===== src/rtl/lbu_ptr_ctrl.sv =====
// ---------------------------------------------------------------------------
// lbu_ptr_ctrl - loop-buffer pointer controller
//
// Holds NUM_ID pointer contexts, each with start, end, stride and ptr (plus a
// per-context wrap-enable when the wrap feature is built in). An lbset
// instruction loads a context and rewinds its pointer to start. A pointer
// operation (NONE/RST/INCR/DECR) updates one context's pointer and presents
// the new value on a valid/ready result channel one cycle later.
//
// Optional feature macro: LBU_PTR_WRAP_EN
//   defined   - INCR/DECR results outside [start, end] wrap when wa=1
//   undefined - no wa storage, no comparators, plain modulo arithmetic
//
// Ports
//   clk, rst_n                 clock, asynchronous active-low reset
//   lbset_valid                lbset strobe (always accepted)
//   lbset_id/start/end/stride/wa   lbset payload
//   op_valid, op_ready         pointer-operation handshake
//   op_id, op_mode             target context, 0=NONE 1=RST 2=INCR 3=DECR
//   ptr_valid, ptr_ready       result handshake
//   ptr_id, ptr_value          result context and updated pointer (signed)
//   err_op                     sticky flag, set by op_mode 4..7
// ---------------------------------------------------------------------------
module lbu_ptr_ctrl #(
    parameter int NUM_ID   = 4,
    parameter int ID_W     = 2,
    parameter int PTR_W    = 24,
    parameter int STRIDE_W = 8
) (
    input  logic                       clk,
    input  logic                       rst_n,
    input  logic                       lbset_valid,
    input  logic [ID_W-1:0]            lbset_id,
    input  logic signed [PTR_W-1:0]    lbset_start,
    input  logic signed [PTR_W-1:0]    lbset_end,
    input  logic signed [STRIDE_W-1:0] lbset_stride,
    input  logic                       lbset_wa,
    input  logic                       op_valid,
    output logic                       op_ready,
    input  logic [ID_W-1:0]            op_id,
    input  logic [2:0]                 op_mode,
    output logic                       ptr_valid,
    input  logic                       ptr_ready,
    output logic [ID_W-1:0]            ptr_id,
    output logic signed [PTR_W-1:0]    ptr_value,
    output logic                       err_op
);

    typedef enum logic [2:0] {
        OP_NONE = 3'd0,
        OP_RST  = 3'd1,
        OP_INCR = 3'd2,
        OP_DECR = 3'd3
    } op_mode_e;

    logic signed [PTR_W-1:0]    start_q  [NUM_ID];
    logic signed [PTR_W-1:0]    end_q    [NUM_ID];
    logic signed [STRIDE_W-1:0] stride_q [NUM_ID];
    logic signed [PTR_W-1:0]    ptr_q    [NUM_ID];

    logic                       accept_p0;
    logic                       illegal_p0;
    logic signed [PTR_W:0]      cur_w_p0;
    logic signed [PTR_W:0]      stride_w_p0;
    logic signed [PTR_W:0]      sum_w_p0;
    logic signed [PTR_W-1:0]    new_ptr_p0;

`ifdef LBU_PTR_WRAP_EN
    logic                       wa_q [NUM_ID];

    // Compare at PTR_W+1 bits so an INCR/DECR that overflows PTR_W is still
    // ordered correctly against start/end. Values equal to a bound are kept.
    function automatic logic signed [PTR_W-1:0] wrap_ptr(
        input logic signed [PTR_W:0]   sum_w,
        input logic signed [PTR_W-1:0] lo,
        input logic signed [PTR_W-1:0] hi
    );
        logic signed [PTR_W:0] lo_w;
        logic signed [PTR_W:0] hi_w;
        lo_w = {lo[PTR_W-1], lo};
        hi_w = {hi[PTR_W-1], hi};
        if (sum_w > hi_w)
            return lo;
        else if (sum_w < lo_w)
            return hi;
        else
            return sum_w[PTR_W-1:0];
    endfunction
`else
    logic unused_wa;
    logic unused_sum_msb;
    assign unused_wa      = lbset_wa;
    assign unused_sum_msb = sum_w_p0[PTR_W];
`endif

    // lbset owns a context for the cycle it writes it, so a same-ID op waits.
    assign op_ready   = !(ptr_valid && !ptr_ready) &&
                        !(lbset_valid && (lbset_id == op_id));
    assign accept_p0  = op_valid && op_ready;
    assign illegal_p0 = op_mode[2];

    always_comb begin
        cur_w_p0    = {ptr_q[op_id][PTR_W-1], ptr_q[op_id]};
        stride_w_p0 = {{(PTR_W+1-STRIDE_W){stride_q[op_id][STRIDE_W-1]}},
                       stride_q[op_id]};
        sum_w_p0    = cur_w_p0;
        case (op_mode)
            OP_RST:  sum_w_p0 = {start_q[op_id][PTR_W-1], start_q[op_id]};
            OP_INCR: sum_w_p0 = cur_w_p0 + stride_w_p0;
            OP_DECR: sum_w_p0 = cur_w_p0 - stride_w_p0;
            default: sum_w_p0 = cur_w_p0;
        endcase
        new_ptr_p0 = sum_w_p0[PTR_W-1:0];
`ifdef LBU_PTR_WRAP_EN
        if (wa_q[op_id] && ((op_mode == OP_INCR) || (op_mode == OP_DECR)))
            new_ptr_p0 = wrap_ptr(sum_w_p0, start_q[op_id], end_q[op_id]);
`endif
    end

    // ---- stage p0 -> p1: context state and result register ----
    always_ff @(posedge clk or negedge rst_n) begin
        if (!rst_n) begin
            for (int i = 0; i < NUM_ID; i++) begin
                start_q[i]  <= '0;
                end_q[i]    <= '0;
                stride_q[i] <= '0;
                ptr_q[i]    <= '0;
`ifdef LBU_PTR_WRAP_EN
                wa_q[i]     <= 1'b0;
`endif
            end
            ptr_valid <= 1'b0;
            ptr_id    <= '0;
            ptr_value <= '0;
            err_op    <= 1'b0;
        end else begin
            if (lbset_valid) begin
                start_q[lbset_id]  <= lbset_start;
                end_q[lbset_id]    <= lbset_end;
                stride_q[lbset_id] <= lbset_stride;
                ptr_q[lbset_id]    <= lbset_start;
`ifdef LBU_PTR_WRAP_EN
                wa_q[lbset_id]     <= lbset_wa;
`endif
            end
            if (accept_p0) begin
                ptr_q[op_id] <= new_ptr_p0;
                ptr_value    <= new_ptr_p0;
                ptr_id       <= op_id;
                ptr_valid    <= 1'b1;
                if (illegal_p0)
                    err_op <= 1'b1;
            end else if (ptr_ready) begin
                ptr_valid <= 1'b0;
            end
        end
    end

endmodule


===== config.mk =====
export PLATFORM = sky130hd
export DESIGN_NAME = lbu_ptr_ctrl
export DESIGN_NICKNAME = d
export VERILOG_FILES = /design/src/rtl/lbu_ptr_ctrl.sv
export SDC_FILE = /design/constraint.sdc
export NUM_CORES = 1
export LEC_CHECK = 0
export ABC_AREA = 1
export BUFFER_PORTS_ARGS = -buffer_cell sky130_fd_sc_hd__buf_2
export CORE_ASPECT_RATIO = 1.5
export CORE_MARGIN = 5
export CORE_UTILIZATION = 40
export CTS_BUF_LIST = sky130_fd_sc_hd__clkbuf_8
export DETAILED_ROUTE_END_ITERATION = 8
export GPL_ROUTABILITY_DRIVEN = 0
export PLACE_DENSITY = 0.6
export SYNTH_ARGS = -nofsm -noshare
export SYNTH_HDL_FRONTEND = slang
export SYNTH_SLANG_ARGS = --single-unit

===== constraint.sdc =====
create_clock -name clk -period 6.15 [get_ports clk]
set_clock_uncertainty 0.2 [all_clocks]
set_input_delay 1.23 -clock clk [delete_from_list [all_inputs] [get_ports clk]]
set_output_delay 1.23 -clock clk [all_outputs]
set_load 0.01 [all_outputs]

# --- After elaboration in Yosys (flattened, before gate mapping) ---
# Cells that the tools add are included.
totals:
  reg_bits: 252
  input_bits: 69
  output_inout_bits: 29
  elab_cells: 63
classes:
  addsub: 2
  n_lt_le_gt_ge: 4
  eq_ne: 4
  n_mux: 24
  bitwise_logic: 2
  n_reduce_logical: 11
op_table:
  columns: ["operator", "n"]
  rows:
  - ["96-bit bitwise mux", 3]
  - ["96-bit 2-to-1 mux", 2]
  - ["24-bit 2-to-1 mux", 6]
  - ["24-bit binary-select mux with 2-bit select", 2]
  - ["24-bit demux with 2-bit select", 2]
  - ["24-bit one-hot mux with 3 select lines", 1]
  - ["32-bit bitwise mux", 1]
  - ["24-bit by 8-bit adder with 24-bit output", 1]
  - ["8-bit 2-to-1 mux", 3]
  - ["24-bit by 8-bit subtractor with 24-bit output", 1]
  - ["8-bit binary-select mux with 2-bit select", 1]
  - ["8-bit demux with 2-bit select", 1]
  - ["3-bit by 2-bit == test with 1-bit output (second input constant)", 2]
  - ["3-bit greater-or-equal comparator (second input constant)", 2]
  - ["1-bit logical AND", 6]
  - ["3-bit by 1-bit less-than comparator with 1-bit output (second input constant)", 2]
  - ["2-bit inverter with 3-bit output", 2]
  - ["3-bit by 1-bit == test with 1-bit output (second input constant)", 1]
  - ["1-bit logical NOT", 3]
  - ["2-bit == test", 1]
  - ["1-bit 2-to-1 mux", 2]
  - ["2-bit AND reduction", 1]
  - ["2-bit nonzero test", 1]

# --- Depth between registers and ports, before layout ---
# Gate-level depths: netlist (run 1).
logic_depth:
  depth_word: 9
  ltp_mapped: 27
  ltp_nobuf: 27

# --- Least setup slack after synthesis (run 1) ---
# Ideal clock, no wire load.
synth_path:
  kind: "input -> register"
  from: "input port op_id[1]"
  to: "register ptr_q[33] (netlist bit)"
  arrival_ns: 4.168
  path_slack_ns: 1.663
  path_stages: 23
  n_path_buf: 1
  cell_sequence: "buf_8 inv_2 nor2_4 a22oi_1 o21ai_1 inv_1 ha_1 and2_1 nand4_2 ha_1 nand2_1 nand2_1 ha_1 nand2_1 inv_1 nand2_1 nand2_1 nand3b_1 or2_2 nand3_1 nand2_2 o21ai_0 inv_1"
synth_between:
  elab_chain_len: 8
synth_rtl:
  columns: ["item", "line", "source"]
  rows:
  - ["from (decl)", "40", "input logic [ID_W-1:0] op_id,"]
  - ["2-bit inverter with 3-bit output (not written as such)", null, null]
  - ["24-bit binary-select mux with 2-bit select / 8-bit binary-select mux with 2-bit select (equally long branches)", "103, 104, 105", null]
  - ["24-bit 2-to-1 mux (not written as such) / 8-bit 2-to-1 mux (equally long branches) (2 in series)", "103, 104, 105", null]
  - ["24-bit by 8-bit subtractor with 24-bit output / 24-bit by 8-bit adder with 24-bit output (equally long branches)", "110, 109", null]
  - ["24-bit one-hot mux with 3 select lines", "107", "case (op_mode)"]
  - ["96-bit bitwise mux", "147", "ptr_q[op_id] <= new_ptr_p0;"]
  - ["96-bit 2-to-1 mux *", "146", "if (accept_p0) begin"]
  - ["to (signal, indexed assignment)", "141", "ptr_q[lbset_id] <= lbset_start;"]
  - ["to (signal, indexed assignment)", "147", null]
  - ["to (decl)", "59", "logic signed [PTR_W-1:0] ptr_q [NUM_ID];"]
# Every way passes the cells marked *; elsewhere a longest branch is shown, timed or not. The select of a mux whose other input is x is not followed.
# A chain may end at the register's enable or synchronous reset.

# --- Worst setup path in the final report (run 1) ---
layout_path:
  from: "input port op_id[0]"
  to: "register ptr_q[44] (netlist bit)"
# The elaborated chain is that of the path after synthesis.

==> results.json, run 1 <==
{
  "cts_hold_buf": 0,
  "diodes": 0,
  "synth_warnings": 0,
  "critPathMaxStageDelay_ns": 0.39,
  "synth_nets": 2062,
  "die_area_um2": 39850,
  "cts-root-buf": "clkbuf_8",
  "power.internal_mw": 3.502,
  "cts.htree.levels": 2,
  "clock_latency_ns": 0.58,
  "clkPwrFrac_pct": 27.2,
  "num_rows": 85,
  "port-buffer-count": 72,
  "antenna_found_initial": 0,
  "cts_made_buffers": 42,
  "slowest_stage": "ha_1",
  "timing.slew.headroom_pct": 41.62,
  "fillers": 3760,
  "ys_ff_latch": 252,
  "drive_gt1_share_pct": 10.87,
  "path_clk_slew_ns": 0.06,
  "worst_pin_slew_ns": 0.8726,
  "ys_top_cells_by_area": "dfrtp_1 (44%), nand2_1 (21%), inv_1 (7.3%)",
  "rr_worst_depth": 23,
  "cp.arrival_ns": 5.25,
  "postSynth.asyncResetShare_pct": 100.0,
  "die_y_um": 242.0,
  "swShare_pct": 37.18,
  "cp-end-kind": "flip-flop",
  "cts_resized": 0,
  "p_comb_share_pct": 33.8,
  "place_ws_ns": 0.5957,
  "clockBufferDepth": 3,
  "setup_ws_ns": 1.163,
  "worstHoldPathType": "reg2reg",
  "power_density_nw_per_um2": 349.1,
  "layout.nets": 2121,
  "startpoint": "op_id[0]",
  "io_pins": 98,
  "ys_seq_area_share_pct": 43.93,
  "detail_route.wl_per_cell_um": 17.71,
  "netlist_area_um2": 14350,
  "netlist_instances": 1965,
  "grt_usage_pct": 22.60,
  "power.total_mw": 5.575,
  "drc": 0,
  "min_period_ns": 4.987,
  "core_um2": 35730,
  "synth_area_leader_cell": "dfrtp_1",
  "synth.avg_cell_area_um2": 7.305,
  "instances_no_fill": 2529,
  "drv_slew": 0,
  "vias_per_cell": 5.231,
  "fin_setup_tns_ns": 0,
  "post-dp-hpwl_um": 29400,
  "vias": 13228,
  "synth-edff-count": 0,
  "multi_input_area_um2": 6533,
  "yosysMostFrequentCell": "nand2_1",
  "rr_startpoint": "stride_q[24]",
  "drtIter0Drc": 1004,
  "ys_top_cells_by_count": "nand2_1 (784), inv_1 (280), dfrtp_1 (252)",
  "crit_top_cell": "nand2_1",
  "p_sw_mw": 2.073,
  "grt_pass1_wl_um": 70890,
  "r2r_slack_ns": 2.25,
  "path_cells": "buf_2 -> bufinv_8 -> nand2_4 -> nor2_1 -> nor3_4 -> ha_1 -> and2_1 -> nand4_2 -> ha_1 -> nand2_1 -> nand2_1 -> ha_1 -> nand2_1 -> nor2_1 -> inv_1 -> nor2_1 -> nand3_1 -> nand3_1 -> nand2_1 -> nand3_1 -> nand3_1 -> nand2_1 -> inv_1",
  "seqPwrFrac_pct": 38.9,
  "clock-sinks": 252,
  "initial_core_util_pct": 40.17,
  "hold_violations": 0,
  "synth_ff_type": "dfrtp_1",
  "required_ns": 6.41,
  "drv_cap": 0,
  "synth_cell_types": 53,
  "first_global_vias": 13165,
  "placed_cells": 2458,
  "ant_nets": 0,
  "postCtsSetupRepairBufs": 0,
  "p_leak_nw": 8.722,
  "critPathLaunchType": "input pin",
  "dieWidth_um": 164.7,
  "peakVddDrop_mv": 0.1825,
  "finalCritPeriodShare_pct": 81.09,
  "grt.overflow.total": 0,
  "cts_tree": "built",
  "outcome": "complete, no violations",
  "worstSetupPathType": "in2reg",
  "grt_setup_unrepaired": "false",
  "drt-pass1-iter-count": 5,
  "finalSetupViolCount": 0,
  "cp_max_fo": 16,
  "areaGrowthSynthToFinish_pct": 11.27,
  "r2r_end": "ptr_q[44]",
  "fmax_mhz": 200.5,
  "seq_area_um2": 6306,
  "crit_end": "ptr_q[44]",
  "grt_max_degree": 142,
  "totalWireLength_um": 44780,
  "synth_top_area_share_pct": 43.93
}
[final cells by class]
type,count,area share (%)
repair buffers,98,3.619
multi-input cells,1338,40.90
clock inverters,16,0.5640
inverters,292,6.949
well taps,478,3.745
flip-flops and latches,252,39.48
clock buffers,55,4.740
[power by group through the flow]
stage	registers (mW)	logic (mW)	clock network [mW]
after global routing	2.21	2.15	1.63
after global placement	2.18	1.85	0
after floorplan	2.19	1.33	0
after detailed placement	2.19	1.88	0
after CTS	2.17	1.89	1.56
final	2.17	1.89	1.52
[logic make-up after synthesis]
family	synth area share [%]
buffers and inverters	10.67
adders and majority gates	2.493
xor gates and xnor gates	0.4271
muxes	0.2353
DFF	43.93
AOI/OAI and AO/OA	12.61
and+or+nand+nor	29.63
[sequential cells by signal (all words and copies together), names as in the netlist]
| name | flops |
|---|---|
| ptr_value | 24 |
| ptr_id | 2 |
| ptr_valid | 1 |
| start_q | 96 |
| err_op | 1 |
| stride_q | 32 |
| ptr_q | 96 |
[routing by layer]
layer | routed length [um] | GRT usage, %
met5 | 0 | 0
met4 | 2484 | 11.60
met3 | 2794 | 3.251
met2 | 22120 | 38.66
met1 | 17390 | 27.36
[cell usage in the layout, fill, tap and decap left out, types with 3 or more instances in the layout]
master / n
nand2_1: 782
inv_1: 291
dfrtp_1: 252
nand3_1: 114
o21ai_0: 112
buf_2: 71
nor2_1: 56
clkbuf_8: 55
o211ai_1: 40
ha_1: 27
o21ai_1: 26
a21oi_1: 26
buf_4: 25
o2111ai_1: 23
a22oi_1: 21
o221ai_1: 18
nand2_2: 11
inv_2: 9
nand3b_1: 8
or2_2: 7
nand3_2: 7
nand4_1: 6
nor2_4: 4
xor2_1: 4
o22ai_1: 4
nand2_4: 3
nor3_4: 3
a21oi_2: 3
nor2_2: 3
o221ai_2: 3
xnor2_1: 3
o21bai_1: 3
clkinv_1: 3
mux2_2: 3
clkinv_2: 3
[how the worst min path moves through the flow]
stage / start / slack [ns] / endpoint / depth (start not counted)
after floorplan: start_q[24] / 0.25 / start_q[24] / 2
after global placement: err_op / 0.25 / err_op / 1
final: ptr_value[15] / 0.27 / ptr_value[15] / 2
after CTS: ptr_value[20] / 0.28 / ptr_value[20] / 2
after detailed placement: ptr_value[20] / 0.26 / ptr_value[20] / 2
after global routing: ptr_value[17] / 0.29 / ptr_value[17] / 2
[through the flow]
stage | area [um2] | hold slack [ns] | util (%)
after floorplan | 14350 | 0.2493 | -
after global placement | 15120 | 0.2532 | 42.32
after detailed placement | 15120 | 0.2603 | 42.32
after CTS | 15970 | 0.2763 | 44.70
after global routing | 15970 | 0.2946 | 44.70
final | 15970 | 0.2705 | 44.70
[worst max-delay path: cells and delay by family]
kind / cells / cell delay, ns
and+or+nand+nor: 16 / 2.38
adders and majority gates: 3 / 0.90
buffers and inverters: 4 / 0.73
Power figures use the tool's default switching activity.
==> run 2: changes to the inputs <==
--- a/config.mk
+++ b/config.mk
@@ -5,7 +5,7 @@
 export SDC_FILE = /design/constraint.sdc
 export NUM_CORES = 1
 export LEC_CHECK = 0
-export ABC_AREA = 1
+export ABC_AREA = 0
 export BUFFER_PORTS_ARGS = -buffer_cell sky130_fd_sc_hd__buf_2
 export CORE_ASPECT_RATIO = 1.5
 export CORE_MARGIN = 5
==> constraint.sdc (replaced) <==
create_clock -name clk -period 4.8 [get_ports clk]
set_clock_uncertainty 0.2 [all_clocks]
set_input_delay 0.96 -clock clk [delete_from_list [all_inputs] [get_ports clk]]
set_output_delay 0.96 -clock clk [all_outputs]
set_load 0.01 [all_outputs]
==> run 2 against run 1 <==
Net effect: combinational power is 65% higher; die area shrank 4.5%; hold slack worse by 0.090 ns; critical endpoint is now ptr_q[35]; sequential cell count stayed put.
==> results.json, run 2 <==
{
  "outcome": "complete, no violations",
  "seq_area_um2": 6306,
  "power.internal_mw": 4.979,
  "min_period_ns": 4.495,
  "critPathLaunchType": "input pin",
  "cp-end-kind": "flip-flop",
  "place_area_um2": 15090,
  "reg_top3": "ptr_q (96), start_q (96), stride_q (32)",
  "dieWidth_um": 161.0,
  "hold_violations": 0,
  "clock-sinks": 252,
  "ys_ff_latch": 252,
  "synth_cell_types": 67,
  "drv_cap": 0,
  "drive_gt1_share_pct": 19.58,
  "p_leak_nw": 7.892,
  "setup_ws_ns": 0.3053,
  "yosysMostFrequentCell": "nand2_1",
  "clkPwrFrac_pct": 23.7,
  "synth_warnings": 0,
  "detail_route.wl_per_cell_um": 19.99,
  "cp.arrival_ns": 4.71,
  "worst_pin_slew_ns": 0.9966,
  "die_area_um2": 38060,
  "grt_setup_unrepaired": "false",
  "grt_max_degree": 96,
  "power_density_nw_per_um2": 492.3,
  "ys_top_cells_by_area": "dfrtp_1 (46%), nand2_1 (17%), mux4_2 (8.9%)",
  "synth_top_area_share_pct": 46.11,
  "peakVddDrop_mv": 0.2065,
  "ys_seq_area_share_pct": 46.11,
  "synth_ff_type": "dfrtp_1",
  "hold_ws_ns": 0.1807,
  "synth-edff-count": 0,
  "postCtsSetupRepairBufs": 0,
  "worstHoldPathType": "in2async",
  "die_y_um": 236.5,
  "final_cell_mix": "nand2_1 (623), dfrtp_1 (252), buf_4 (118)",
  "fin_setup_tns_ns": 0,
  "initial_core_util_pct": 40.15,
  "cts-root-buf": "clkbuf_8",
  "cts_hold_buf": 0,
  "io_pins": 98,
  "vias": 11948,
  "num_rows": 83,
  "final_common_cell": "nand2_1",
  "p_comb_share_pct": 39.8,
  "totalWireLength_um": 42820,
  "first_global_vias": 12330,
  "postSynth.asyncResetShare_pct": 100.0,
  "synth.avg_cell_area_um2": 8.778,
  "drv_slew": 0,
  "fmax_mhz": 222.5,
  "power.total_mw": 7.816,
  "drc": 0,
  "grt.overflow.total": 0,
  "stdcell_area_um2": 15880,
  "netlist_instances": 1558,
  "fin_util_pct": 46.61,
  "drtIter0Drc": 935,
  "path_clk_slew_ns": 0.06,
  "finalCritPeriodShare_pct": 93.64,
  "port-buffer-count": 72,
  "cts_resized": 0,
  "instances_no_fill": 2142,
  "seqPwrFrac_pct": 36.6,
  "place_ws_ns": -0.2481,
  "fillers": 3346,
  "core_um2": 34060,
  "synth_nets": 1655,
  "worstSetupPathType": "in2reg",
  "clockBufferDepth": 3,
  "swShare_pct": 36.30,
  "grt_pass1_wl_um": 68340,
  "layout.nets": 1787,
  "cp_max_fo": 9,
  "clock_latency_ns": 0.58,
  "required_ns": 5.02,
  "netlist_area_um2": 13680,
  "timing.slew.headroom_pct": 33.56,
  "areaGrowthSynthToFinish_pct": 16.10,
  "post-dp-hpwl_um": 29100,
  "cts_tree": "built",
  "placed_cells": 2072,
  "multi_input_area_um2": 6862,
  "ys_top_cells_by_count": "nand2_1 (624), dfrtp_1 (252), nor2_1 (76)",
  "grt_usage_pct": 22.59,
  "p_sw_mw": 2.837,
  "ant_nets": 0,
  "vias_per_cell": 5.578,
  "cts.htree.levels": 2,
  "finalSetupViolCount": 0,
  "antenna_found_initial": 1,
  "cts_made_buffers": 41,
  "drt-pass1-iter-count": 7,
  "synth_area_leader_cell": "dfrtp_1"
}
## run 2: cell types whose count changed after synthesis, moves of 25 or more
cell	before	now
a21oi_1	26	73
a31oi_1	1	26
and3_1	0	35
inv_1	280	14
mux4_2	0	54
nand2_1	784	624
nand3_1	115	16
o211ai_1	40	6
o21ai_0	112	75
## run 2: path summary, 6_finish.rpt
check / start / end / slack (ns) / cells after the start
worst max-delay path: op_id[0] / ptr_q[35] / 0.31 / 15
worst min-delay path: rst_n / start_q[29] / 0.18 / 1
worst min register to register: err_op / err_op / 0.25 / 1
max in group asynchronous: rst_n / start_q[1] / 3.20 / 2
min in group clk: err_op / err_op / 0.25 / 1
worst max register to register: stride_q[0] / ptr_q[35] / 0.58 / 15
## run 2: worst max-delay path, stage by stage
cell and delay, ns:
buf_4 0.19, buf_4 0.15, mux4_2 0.56, nand2b_1 0.19, buf_4 0.14, o21ai_0 0.18, xor2_1 0.21, ha_1 0.27
a21o_1 0.21, or3_1 0.32, o211ai_1 0.32, nor2b_1 0.22, xnor2_1 0.09, a21oi_1 0.49, o21ai_0 0.18
## run 2: routing by layer
metal	GRT usage, %	routed length, um	up-vias
met5	0	0	-
met4	9.545	1726	0
met3	3.047	2066	117
met2	40.70	22350	368
met1	26.99	16670	5868
li1	-	-	5595
## run 2: logic make-up after synthesis
family	share of synthesized area, %
multiplexers	9.744
AO/OA/AOI/OAI	12.64
flip-flops	46.11
buffers and inverters	4.026
adder cells (fa/ha/maj)	2.617
AND/OR/NAND/NOR	23.51
XOR/XNOR	1.345
## run 2: power by group through the flow
stage / clock, mW / combinational (mW) / sequential, mW
floorplan: 0 / 1.93 / 2.85
global placement: 0 / 3.06 / 2.87
detailed placement: 0 / 3.10 / 2.89
CTS: 1.90 / 3.12 / 2.86
global route: 2.00 / 3.45 / 2.91
finish: 1.85 / 3.11 / 2.86
## run 2: area by class of cell
class                      count  area share, %
multi-input combinational   1187          43.22
clock inverter                21         0.8038
inverter                      15         0.3546
clock buffer                  48          4.161
sequential                   252          39.72
tap                          425          3.349
timing repair buffer         193          8.385
antenna                        1        0.01576
==> run 3: changes to the inputs <==
--- a/config.mk
+++ b/config.mk
@@ -9,11 +9,11 @@
 export BUFFER_PORTS_ARGS = -buffer_cell sky130_fd_sc_hd__buf_2
 export CORE_ASPECT_RATIO = 1.5
 export CORE_MARGIN = 5
-export CORE_UTILIZATION = 40
+export CORE_UTILIZATION = 55
 export CTS_BUF_LIST = sky130_fd_sc_hd__clkbuf_8
 export DETAILED_ROUTE_END_ITERATION = 8
 export GPL_ROUTABILITY_DRIVEN = 0
-export PLACE_DENSITY = 0.6
+export PLACE_DENSITY = 0.77
 export SYNTH_ARGS = -nofsm -noshare
 export SYNTH_HDL_FRONTEND = slang
 export SYNTH_SLANG_ARGS = --single-unit
==> run 3 against run 2 <==
Net effect: maximum frequency fell by 1.1%; worst setup slack worse by 0.052 ns; combinational power decreased by 3%; wire length down 5.4%; global-route usage up 6.2 points; clock power hardly changed; sequential cell count unchanged; die area is 26% lower; critical path type unchanged.
==> results.json, run 3 (synthesized netlist as in run 2, its figures left out) <==
{
  "outcome": "complete, no violations",
  "power.internal_mw": 4.945,
  "areaGrowthSynthToFinish_pct": 14.04,
  "fin_util_pct": 63.82,
  "vias": 12266,
  "cts_resized": 0,
  "finalCritPeriodShare_pct": 94.73,
  "drtIter0Drc": 1165,
  "cts_tree": "built",
  "post-dp-hpwl_um": 27180,
  "core_um2": 24440,
  "clockBufferDepth": 3,
  "grt_usage_pct": 28.82,
  "hold_violations": 0,
  "finalSetupViolCount": 0,
  "p_sw_mw": 2.802,
  "antenna_found_initial": 1,
  "postCtsSetupRepairBufs": 0,
  "final_common_cell": "nand2_1",
  "slowest_stage": "nor2_1",
  "seqPwrFrac_pct": 36.8,
  "cts_made_buffers": 40,
  "cts_hold_buf": 0,
  "cts.htree.levels": 2,
  "clock-sinks": 252,
  "setup_ws_ns": 0.2532,
  "ant_nets": 0,
  "detail_route.wl_per_cell_um": 20.04,
  "grt.overflow.total": 0,
  "worstHoldPathType": "in2async",
  "grt_pass1_wl_um": 65170,
  "crit_family": "compound AO/OA/AOI/OAI gates",
  "drc": 0,
  "cp.arrival_ns": 4.82,
  "num_rows": 70,
  "timing.slew.headroom_pct": 34.00,
  "die_y_um": 203.1,
  "vias_per_cell": 6.069,
  "clock_latency_ns": 0.56,
  "clkPwrFrac_pct": 24.3,
  "die_area_um2": 28180,
  "critPathBufInv": 4,
  "fmax_mhz": 219.9,
  "critPathMaxStageDelay_ns": 0.59,
  "initial_core_util_pct": 55.97,
  "port-buffer-count": 72,
  "required_ns": 5.07,
  "layout.nets": 1764,
  "cp-end-kind": "flip-flop",
  "drive_gt1_share_pct": 18.75,
  "swShare_pct": 36.17,
  "power.total_mw": 7.747,
  "place_ws_ns": -0.2407,
  "cts-root-buf": "clkbuf_8",
  "drv_cap": 0,
  "worst_pin_slew_ns": 0.9900,
  "power_density_nw_per_um2": 496.7,
  "path_clk_slew_ns": 0.07,
  "peakVddDrop_mv": 0.2730,
  "critPathLaunchType": "input pin",
  "reg_top3": "ptr_q (96), start_q (96), stride_q (32)",
  "p_comb_share_pct": 38.9,
  "totalWireLength_um": 40490,
  "p_leak_nw": 7.794,
  "grt_setup_unrepaired": "false",
  "first_global_vias": 12744,
  "final_cell_mix": "nand2_1 (623), dfrtp_1 (252), buf_4 (97)",
  "drv_slew": 0,
  "drt-pass1-iter-count": 8,
  "hold_ws_ns": 0.1094,
  "grt_max_degree": 135,
  "worstSetupPathType": "in2reg",
  "dieWidth_um": 138.8,
  "min_period_ns": 4.547,
  "path_cells": "buf_2 -> buf_4 -> mux4_2 -> inv_2 -> nor2_1 -> a21oi_1 -> buf_4 -> ha_1 -> nand2_1 -> nor2_1 -> nand2_1 -> o211ai_1 -> a21boi_0 -> a211o_1 -> o21ai_0",
  "cp_max_fo": 19,
  "fillers": 1986,
  "io_pins": 98
}
## run 3: cell count changes in the layout (fill, tap and decap cells not counted)
cell and change:
buf_4 -21, clkbuf_8 +3, clkinv_2 +2, inv_6 -2, nor2_2 +2, nor2_4 -2, and3_1 -1, and3_2 +1
buf_12 -1, inv_1 -1
## run 3: worst register-to-register path: stages (launching register included)
cell      delay (ns)
dfrtp_1         0.38
mux4_2          0.50
nor3_1          0.20
inv_1           0.07
nor2_1          0.18
nand2_1         0.14
ha_1            0.29
nor2_1          0.10
nor2_1          0.05
ha_1            0.42
nand2_1         0.10
nor2_1          0.16
nand2_1         0.08
o211ai_1        0.47
a21boi_0        0.23
a211o_1         0.40
o21ai_0         0.18
## run 3: cell type report
class,instances,area (um2),share of cell area (%)
diodes,1,2.502,0.01605
clock buffers,51,701.9,4.501
clock inverters,20,116.4,0.7461
inverters,15,56.30,0.3610
multi-input cells,1187,6853,43.94
flip-flops and latches,252,6306,40.44
well taps,324,405.4,2.599
repair buffers,171,1154,7.397
## run 3: worst paths after layout
check,startpoint,to,slack (ns),cells past startpoint
worst max-delay path,op_id[1],ptr_q[45],0.25,15
worst max register to register,stride_q[5],ptr_q[45],0.57,16
worst min-delay path,rst_n,ptr_value[3],0.11,1
max in group asynchronous,rst_n,start_q[44],3.08,2
worst min register to register,err_op,err_op,0.25,1
min in group clk,err_op,err_op,0.25,1
## run 3: per-stage QoR
stage	area [um2]	instances	setup TNS, ns
global placement	14770	1949	-2.314
finish	15600	2021	0
global route	15600	2021	0
CTS	15590	2020	0
detailed placement	14770	1949	-6.532
floorplan	13720	1558	0
## run 3: power groups by stage
stage / Combinational, mW / Clock (mW) / Sequential (mW)
after CTS: 2.99 / 1.90 / 2.85
after detailed placement: 2.97 / 0 / 2.88
after global placement: 2.89 / 0 / 2.85
after global routing: 3.30 / 2.01 / 2.90
after floorplan: 1.93 / 0 / 2.85
final: 3.01 / 1.88 / 2.85
## run 3: layer usage
layer | GRT usage, % | vias up | share of wire [%]
li1 | - | 5550 | -
met1 | 34.08 | 5942 | 37
met2 | 49.74 | 615 | 50
met3 | 5.254 | 159 | 7.6
met4 | 15.94 | 0 | 5.6
met5 | 0 | - | 0
